===== src/rtl/sc_display_sequencer.sv =====
// Game-flow sequencer: drives the display-mux select code and generates the 8-bit pattern LFSR.
// Defining DSEQ_PAUSE_EN adds the pause input and the PAUSE screen.
module sc_display_sequencer #(
  parameter int DSEQ_SELECTWIDTH  = 8,
  parameter int DSEQ_DATAWIDTH    = 8,
  parameter int DSEQ_READY_FRAMES = 4,
  parameter int DSEQ_CRASH_FRAMES = 6,
  parameter int DSEQ_LIVES        = 3
) (
  input  logic                        SC_DSEQ_CLOCK_50,
  input  logic                        SC_DSEQ_RESET_InHigh,
  input  logic                        SC_DSEQ_tick_In,
  input  logic                        SC_DSEQ_start_In,
  input  logic                        SC_DSEQ_crash_In,
`ifdef DSEQ_PAUSE_EN
  input  logic                        SC_DSEQ_pause_In,
`endif
  output logic [DSEQ_SELECTWIDTH-1:0] SC_DSEQ_select_OutBus,
  output logic [DSEQ_DATAWIDTH-1:0]   SC_DSEQ_random_OutBus,
  output logic [2:0]                  SC_DSEQ_state_OutBus,
  output logic [2:0]                  SC_DSEQ_lives_OutBus,
  output logic                        SC_DSEQ_playing_Out
);

  localparam logic [2:0] ATTRACT = 3'd0;
  localparam logic [2:0] READY   = 3'd1;
  localparam logic [2:0] PLAY    = 3'd2;
  localparam logic [2:0] CRASH   = 3'd3;
  localparam logic [2:0] OVER    = 3'd4;
  localparam logic [2:0] PAUSE   = 3'd5;

  localparam logic [7:0] READY_LAST = 8'(DSEQ_READY_FRAMES - 1);
  localparam logic [7:0] CRASH_LAST = 8'(DSEQ_CRASH_FRAMES - 1);
  localparam logic [2:0] LIVES_INIT = 3'(DSEQ_LIVES);

  logic [2:0] stateReg, stateNext;
  logic [7:0] counterReg, counterNext;
  logic [2:0] livesReg, livesNext;
  logic [7:0] lfsrReg, lfsrNext;
  logic [1:0] selectReg, selectNext;
  logic       playingReg, playingNext;
  logic       pauseEvt;
  logic       tickLive;

`ifdef DSEQ_PAUSE_EN
  assign pauseEvt = SC_DSEQ_pause_In;
`else
  assign pauseEvt = 1'b0;
`endif

  function automatic logic [7:0] lfsrStep(input logic [7:0] l);
    return {l[6:0], l[7] ^ l[5] ^ l[4] ^ l[3]};
  endfunction

  // State register: every output is a register loaded from the decoded next values
  always_ff @(posedge SC_DSEQ_CLOCK_50) begin
    if (SC_DSEQ_RESET_InHigh) begin
      stateReg   <= ATTRACT;
      counterReg <= '0;
      livesReg   <= LIVES_INIT;
      lfsrReg    <= 8'hA5;
      selectReg  <= 2'd2;
      playingReg <= 1'b0;
    end else begin
      stateReg   <= stateNext;
      counterReg <= counterNext;
      livesReg   <= livesNext;
      lfsrReg    <= lfsrNext;
      selectReg  <= selectNext;
      playingReg <= playingNext;
    end
  end

  // Next-state logic; PAUSE freezes both the frame counter and the LFSR
  always_comb begin
    stateNext = stateReg;
    livesNext = livesReg;
    tickLive  = SC_DSEQ_tick_In && (stateReg != PAUSE);
    unique case (stateReg)
      ATTRACT, OVER: begin
        if (SC_DSEQ_start_In) begin
          stateNext = READY;
          livesNext = LIVES_INIT;
        end
      end
      READY: begin
        if (SC_DSEQ_tick_In && counterReg == READY_LAST) stateNext = PLAY;
      end
      PLAY: begin
        if (SC_DSEQ_crash_In) begin
          stateNext = CRASH;
          livesNext = (livesReg != 3'd0) ? livesReg - 3'd1 : 3'd0;
        end else if (pauseEvt) begin
          stateNext = PAUSE;
        end
      end
      CRASH: begin
        if (SC_DSEQ_tick_In && counterReg == CRASH_LAST)
          stateNext = (livesReg == 3'd0) ? OVER : PLAY;
      end
      PAUSE: begin
        if (pauseEvt) stateNext = PLAY;
      end
      default: stateNext = ATTRACT;
    endcase
    // A state change always restarts the frame count, even if a tick arrives alongside
    counterNext = (stateNext != stateReg) ? 8'd0 : counterReg + {7'd0, tickLive};
    lfsrNext    = tickLive ? lfsrStep(lfsrReg) : lfsrReg;
  end

  // Output decode from the values about to be registered
  always_comb begin
    selectNext  = 2'd1;
    playingNext = 1'b0;
    unique case (stateNext)
      ATTRACT: selectNext = 2'd2;
      PLAY: begin
        selectNext  = 2'd0;
        playingNext = 1'b1;
      end
      CRASH:   selectNext = counterNext[0] ? 2'd0 : 2'd1;
      default: selectNext = 2'd1;
    endcase
  end

  always_comb begin
    SC_DSEQ_select_OutBus      = '0;
    SC_DSEQ_select_OutBus[1:0] = selectReg;
    SC_DSEQ_random_OutBus      = '0;
    SC_DSEQ_random_OutBus[7:0] = lfsrReg;
  end

  assign SC_DSEQ_state_OutBus = stateReg;
  assign SC_DSEQ_lives_OutBus = livesReg;
  assign SC_DSEQ_playing_Out  = playingReg;

endmodule


===== config.mk =====
export PLATFORM = sky130hd
export DESIGN_NAME = sc_display_sequencer
export DESIGN_NICKNAME = d
export VERILOG_FILES = /design/src/rtl/sc_display_sequencer.sv
export SDC_FILE = /design/constraint.sdc
export NUM_CORES = 1
export LEC_CHECK = 0
export ABC_AREA = 1
export CORE_UTILIZATION = 52
export CTS_CLUSTER_SIZE = 12
export DETAILED_ROUTE_END_ITERATION = 8
export HOLD_SLACK_MARGIN = 0.06
export PLACE_DENSITY = 0.8
export RECOVER_POWER = 25
export SYNTH_ARGS = -nofsm -noshare
export SYNTH_HDL_FRONTEND = slang
export SYNTH_SLANG_ARGS = --single-unit

===== constraint.sdc =====
create_clock -name SC_DSEQ_CLOCK_50 -period 5.1 [get_ports SC_DSEQ_CLOCK_50]
set_clock_uncertainty 0.1 [all_clocks]
set_input_delay 1.02 -clock SC_DSEQ_CLOCK_50 [delete_from_list [all_inputs] [get_ports SC_DSEQ_CLOCK_50]]
set_output_delay 1.02 -clock SC_DSEQ_CLOCK_50 [all_outputs]
set_load 0.1 [all_outputs]

Word level (Yosys, flattened, before mapping). Index checks and enable logic that the tools add are counted.

$add $sub $neg: 2. Eq/ne operators: 13. Muxes and demuxes: 14. Bitwise gates (word level): 3. Reductions and logical operators: 11.

Operator list (count): two-way mux 3 bit (8); case mux 3 bit (5 select lines) (1); == test 3 x 2 -> 1 bit (second input constant) (4); logical NOT 3 bit (3); adder 8 x 1 -> 8 bit (1); == test 8 x 2 -> 1 bit (second input constant) (1); == test 8 x 3 -> 1 bit (second input constant) (1); == test 3 bit (second input constant) (2); case mux 2 bit (3 select lines) (1); case mux 3 bit (2 select lines) (1); inequality test 2 bit (second input constant) (2); OR reduction 2 bit (2); == test 3 x 1 -> 1 bit (second input constant) (1); logical AND 1 bit (3); two-way mux 1 bit (3); inequality test 3 bit (1); inequality test 3 bit (second input constant) (1); AND reduction 3 bit (1); nonzero test 3 bit (1); subtractor 3 x 1 -> 3 bit (second input constant) (1); XOR 1 bit (3); nonzero test 2 bit (1).

Register bits after elaboration: 25. Output and inout port bits: 23.

Depth between registers and ports, before layout.
Depth in word-level cells: 8. Depth in mapped cells: 12.

Worst setup path after synthesis. No wires, ideal clock.

Kind: flip-flop to flip-flop. Start: register stateReg[0], in the netlist SC_DSEQ_state_OutBus[0]. End: register counterReg[6]. Setup time: 0.117 ns. Arrival time: 2.608 ns. Data required time: 4.883 ns. Slack: 2.275 ns. Cell stages (with the launch flop): 13. Path through: dfxtp_1 > inv_1 > nor3_1 > inv_1 > nand2_2 > inv_2 > ha_1 > ha_1 > nand3_1 > nor2_1 > nand2_1 > xor2_1 > nor2_1.

Elaborated cells on any way between the ends: 17.

RTL lines: start: declaration (line 36) `logic [2:0] stateReg, stateNext;`; start signal: assignment (line 65) `stateReg <= stateNext;`; inequality test 3 bit (line 78) `tickLive = SC_DSEQ_tick_In && (stateReg != PAUSE);`; logical AND 1 bit (line 78); named net tickLive (line 43) `logic tickLive;`; adder 8 x 1 -> 8 bit (line 107) `counterNext = (stateNext != stateReg) ? 8'd0 : counterReg + {7'd0, tickLive};`; end signal: assignment (line 66) `counterReg <= counterNext;`; end: declaration (line 37) `logic [7:0] counterReg, counterNext;`.

The timed path passes the listed nets, and every way through them passes these cells. A chain may end at the register's enable or synchronous reset.

Final worst setup path.
Start: register stateReg[1], in the netlist SC_DSEQ_state_OutBus[1]. End: output SC_DSEQ_state_OutBus[1].

RTL lines: end: declaration (line 20) `output logic [2:0] SC_DSEQ_state_OutBus,`.

No word-level cell between the ends.

==> reports/qor.yml <==
synth:
  synthCells: 162
  yosysSeqAreaShare_pct: 42.3
  synth-seq-cells: 25
  yosysWarnings: 0
  ys_types: 23
  netlist_area_mm2: 0.00118
  avgSynthCellArea_um2: 7.30
critical_path:
  cp.arrival_ps: 2000
  required_ps: 3980
  worst_path_max_delay_cell: "clkdlybuf4s50_1"
  crit_family: "buffers and inverters"
  cp-start-kind: "flip-flop"
  cp_cell_sequence: "clkdlybuf4s50_1"
  critPathMaxStageDelay_ps: 1190
  critPathMaxFanout: 8
  cp-end-kind: "primary output"
  cp_num_buf_inv: 1
  critPathKind: "reg -> out"
detailed_routing:
  ant_nets: 0
  wire_per_inst_um: 10.7
  first_iter_violations: 35
  routed-via-count: 1046
  routed_wl_um: 2270
  via_per_inst: 4.93
  first_pass_iters: 4
  drc: 0
floorplan:
  die_w_um: 49.7
  dieArea_mm2: 0.00247
  pin_count: 28
  dieHeight_um: 49.7
  std_cell_rows: 16
  core-area_mm2: 0.00204
  start_util_pct: 57.9
status:
  outcome: "complete, no violations"
finish:
  drive_gt1_share_pct: 5.41
  regArea_um2: 500
  finalNetCount: 193
  fillers: 188
  syn_to_final_growth_pct: 20.0
  layout_commonest_cell: "nor2_1"
  diodes: 0
  most-common-layout-cells: "33 x nor2_1, 26 x nand2_1, 25 x dfxtp_1, 19 x inv_1, 19 x clkdlybuf4s50_1"
  multi_input_area_um2: 576
  fin_area_mm2: 0.00142
placement:
  dp_hpwl_um: 1750
  dpl_cell_area_mm2: 0.00140
  port_buffers: 21
  globalplace.congestion: 0.882
clocking:
  cts_root_buf: "clkbuf_4"
  cts_hold_buf: 0
  cts.sinks: 25
  post_cts_resized: 0
  clock_latency_ps: 310
  h-tree-depth: 1
  numCtsBuffers: 3
  clkTransAtPathRegs_ps: 130
  post-cts-setup-buffers: 0
  cts_tree: "done"
  clockBufferDepth: 2
power:
  ir_drop_mv: 0.249
  leakage_nw: 0.624
  power_density_mw_per_mm2: 304
timing:
  fin_tns_setup_ps: 0
  timing_hold_violations_final: 0
  slew_viol_final: 0
  tightest_slew_ps: 978
  final.min_clock_period_ps: 3120
  rsz0062_at_grt: "false"
  timing.fmax_mhz: 321
  period_share_pct: 61.2
  setup_viol: 0
  slew_headroom_pct: 34.6
run:
  drv_cap: 0
grt:
  grt_max_degree: 15
  grtUsageTotal_pct: 21.6
  grt_pass1_vias: 992
  grt_overflow: 0
  antenna_found_initial: 0
  grt_pass1_wl_um: 4220
worst_hold_path:
  min_path_type: "reg -> reg"
[tightest hold or removal path: stages (launching register included)]
cell and delay, ps:
dfxtp_1 360, nand2_1 70, nor2_1 40
[final cells by class]
| type | count | share of cell area (%) |
|---|---|---|
| Multi-Input combinational cell | 116 | 40.6 |
| Sequential cell | 25 | 35.3 |
| Timing Repair Buffer | 21 | 14.8 |
| Inverter | 19 | 5.03 |
| Tap cell | 27 | 2.38 |
| Clock buffer | 3 | 1.59 |
| Clock inverter | 1 | 0.353 |
[power breakdown]
part	internal [W]	leakage, nW	switching [W]
Combinational	0.0000277	0.402	0.000105
Sequential	0.000205	0.205	0.00000731
Clock	0.0000293	0.0177	0.0000574
Total	0.000262	0.624	0.000169
[logic make-up after synthesis]
family          count (synthesis)  synth area share [%]
simple gates                   86                  32.6
buf+inv                        26                  10.2
flops                          25                  42.3
compound gates                 13                  5.82
xor+xnor                        9                  6.67
fa+ha+maj                       2                  2.12
other cells                     1                 0.317
[final timing paths]
| check | startpoint | endpoint | slack, ps | depth (start not counted) |
|---|---|---|---|---|
| max | SC_DSEQ_state_OutBus[1] | SC_DSEQ_state_OutBus[1] | 1980 | 1 |
| min | SC_DSEQ_lives_OutBus[2] | SC_DSEQ_lives_OutBus[2] | 390 | 2 |
| min reg2reg | SC_DSEQ_lives_OutBus[2] | SC_DSEQ_lives_OutBus[2] | 390 | 2 |
| max reg2reg | SC_DSEQ_state_OutBus[0] | counterReg[6] | 2700 | 12 |
[stage by stage]
step / setup WS, ps / hold WS, ps / instances / total power [W] / util [%]
4_1_cts: 1970 / 390 / 212 / 0.000436 / 69.7
3_5_place_dp: 2090 / 369 / 208 / 0.000349 / 68.4
3_3_place_gp: 2180 / 363 / 208 / 0.000348 / 68.4
5_1_grt: 1910 / 415 / 212 / 0.000450 / 69.5
2_1_floorplan: 2280 / 417 / 167 / 0.000326 / -
6_report: 1980 / 386 / 212 / 0.000431 / 69.5
[sequential cells by signal, indices dropped and copies added, names as in the netlist]
register               cells
SC_DSEQ_state_OutBus       3
selectReg                  2
SC_DSEQ_playing_Out        1
counterReg                 8
SC_DSEQ_lives_OutBus       3
SC_DSEQ_random_OutBus      8
[Yosys cell counts]
| cell type | n | share of area (%) |
|---|---|---|
| clkbuf_1 | 1 | 0.32 |
| nand2_1 | 24 | 7.6 |
| xor2_1 | 5 | 3.7 |
| a21oi_1 | 3 | 1.3 |
| xnor2_1 | 4 | 3.0 |
| nor3_1 | 4 | 1.7 |
| a31oi_1 | 1 | 0.53 |
| o211ai_1 | 1 | 0.64 |
| conb_1 | 1 | 0.32 |
| nor2_1 | 33 | 10 |
| nand2_2 | 2 | 1.1 |
| ha_1 | 2 | 2.1 |
| nand3_2 | 2 | 1.7 |
| nand3_1 | 12 | 5.1 |
| nor2_2 | 4 | 2.1 |
| inv_1 | 18 | 5.7 |
| dfxtp_1 | 25 | 42 |
| buf_4 | 6 | 3.8 |
| nor3b_1 | 1 | 0.64 |
| nand4_1 | 3 | 1.6 |
| o21ai_0 | 8 | 3.4 |
| inv_2 | 1 | 0.32 |
| nand3b_1 | 1 | 0.64 |
[per-layer routing]
metal / GRT usage [%] / part of all wire [%]
met5: 0 / 0
met4: 6.67 / 1.2
met3: 2.47 / 3.7
met2: 37.6 / 48
met1: 27.5 / 47
No activity file was read; power rests on OpenSTA's default activity.
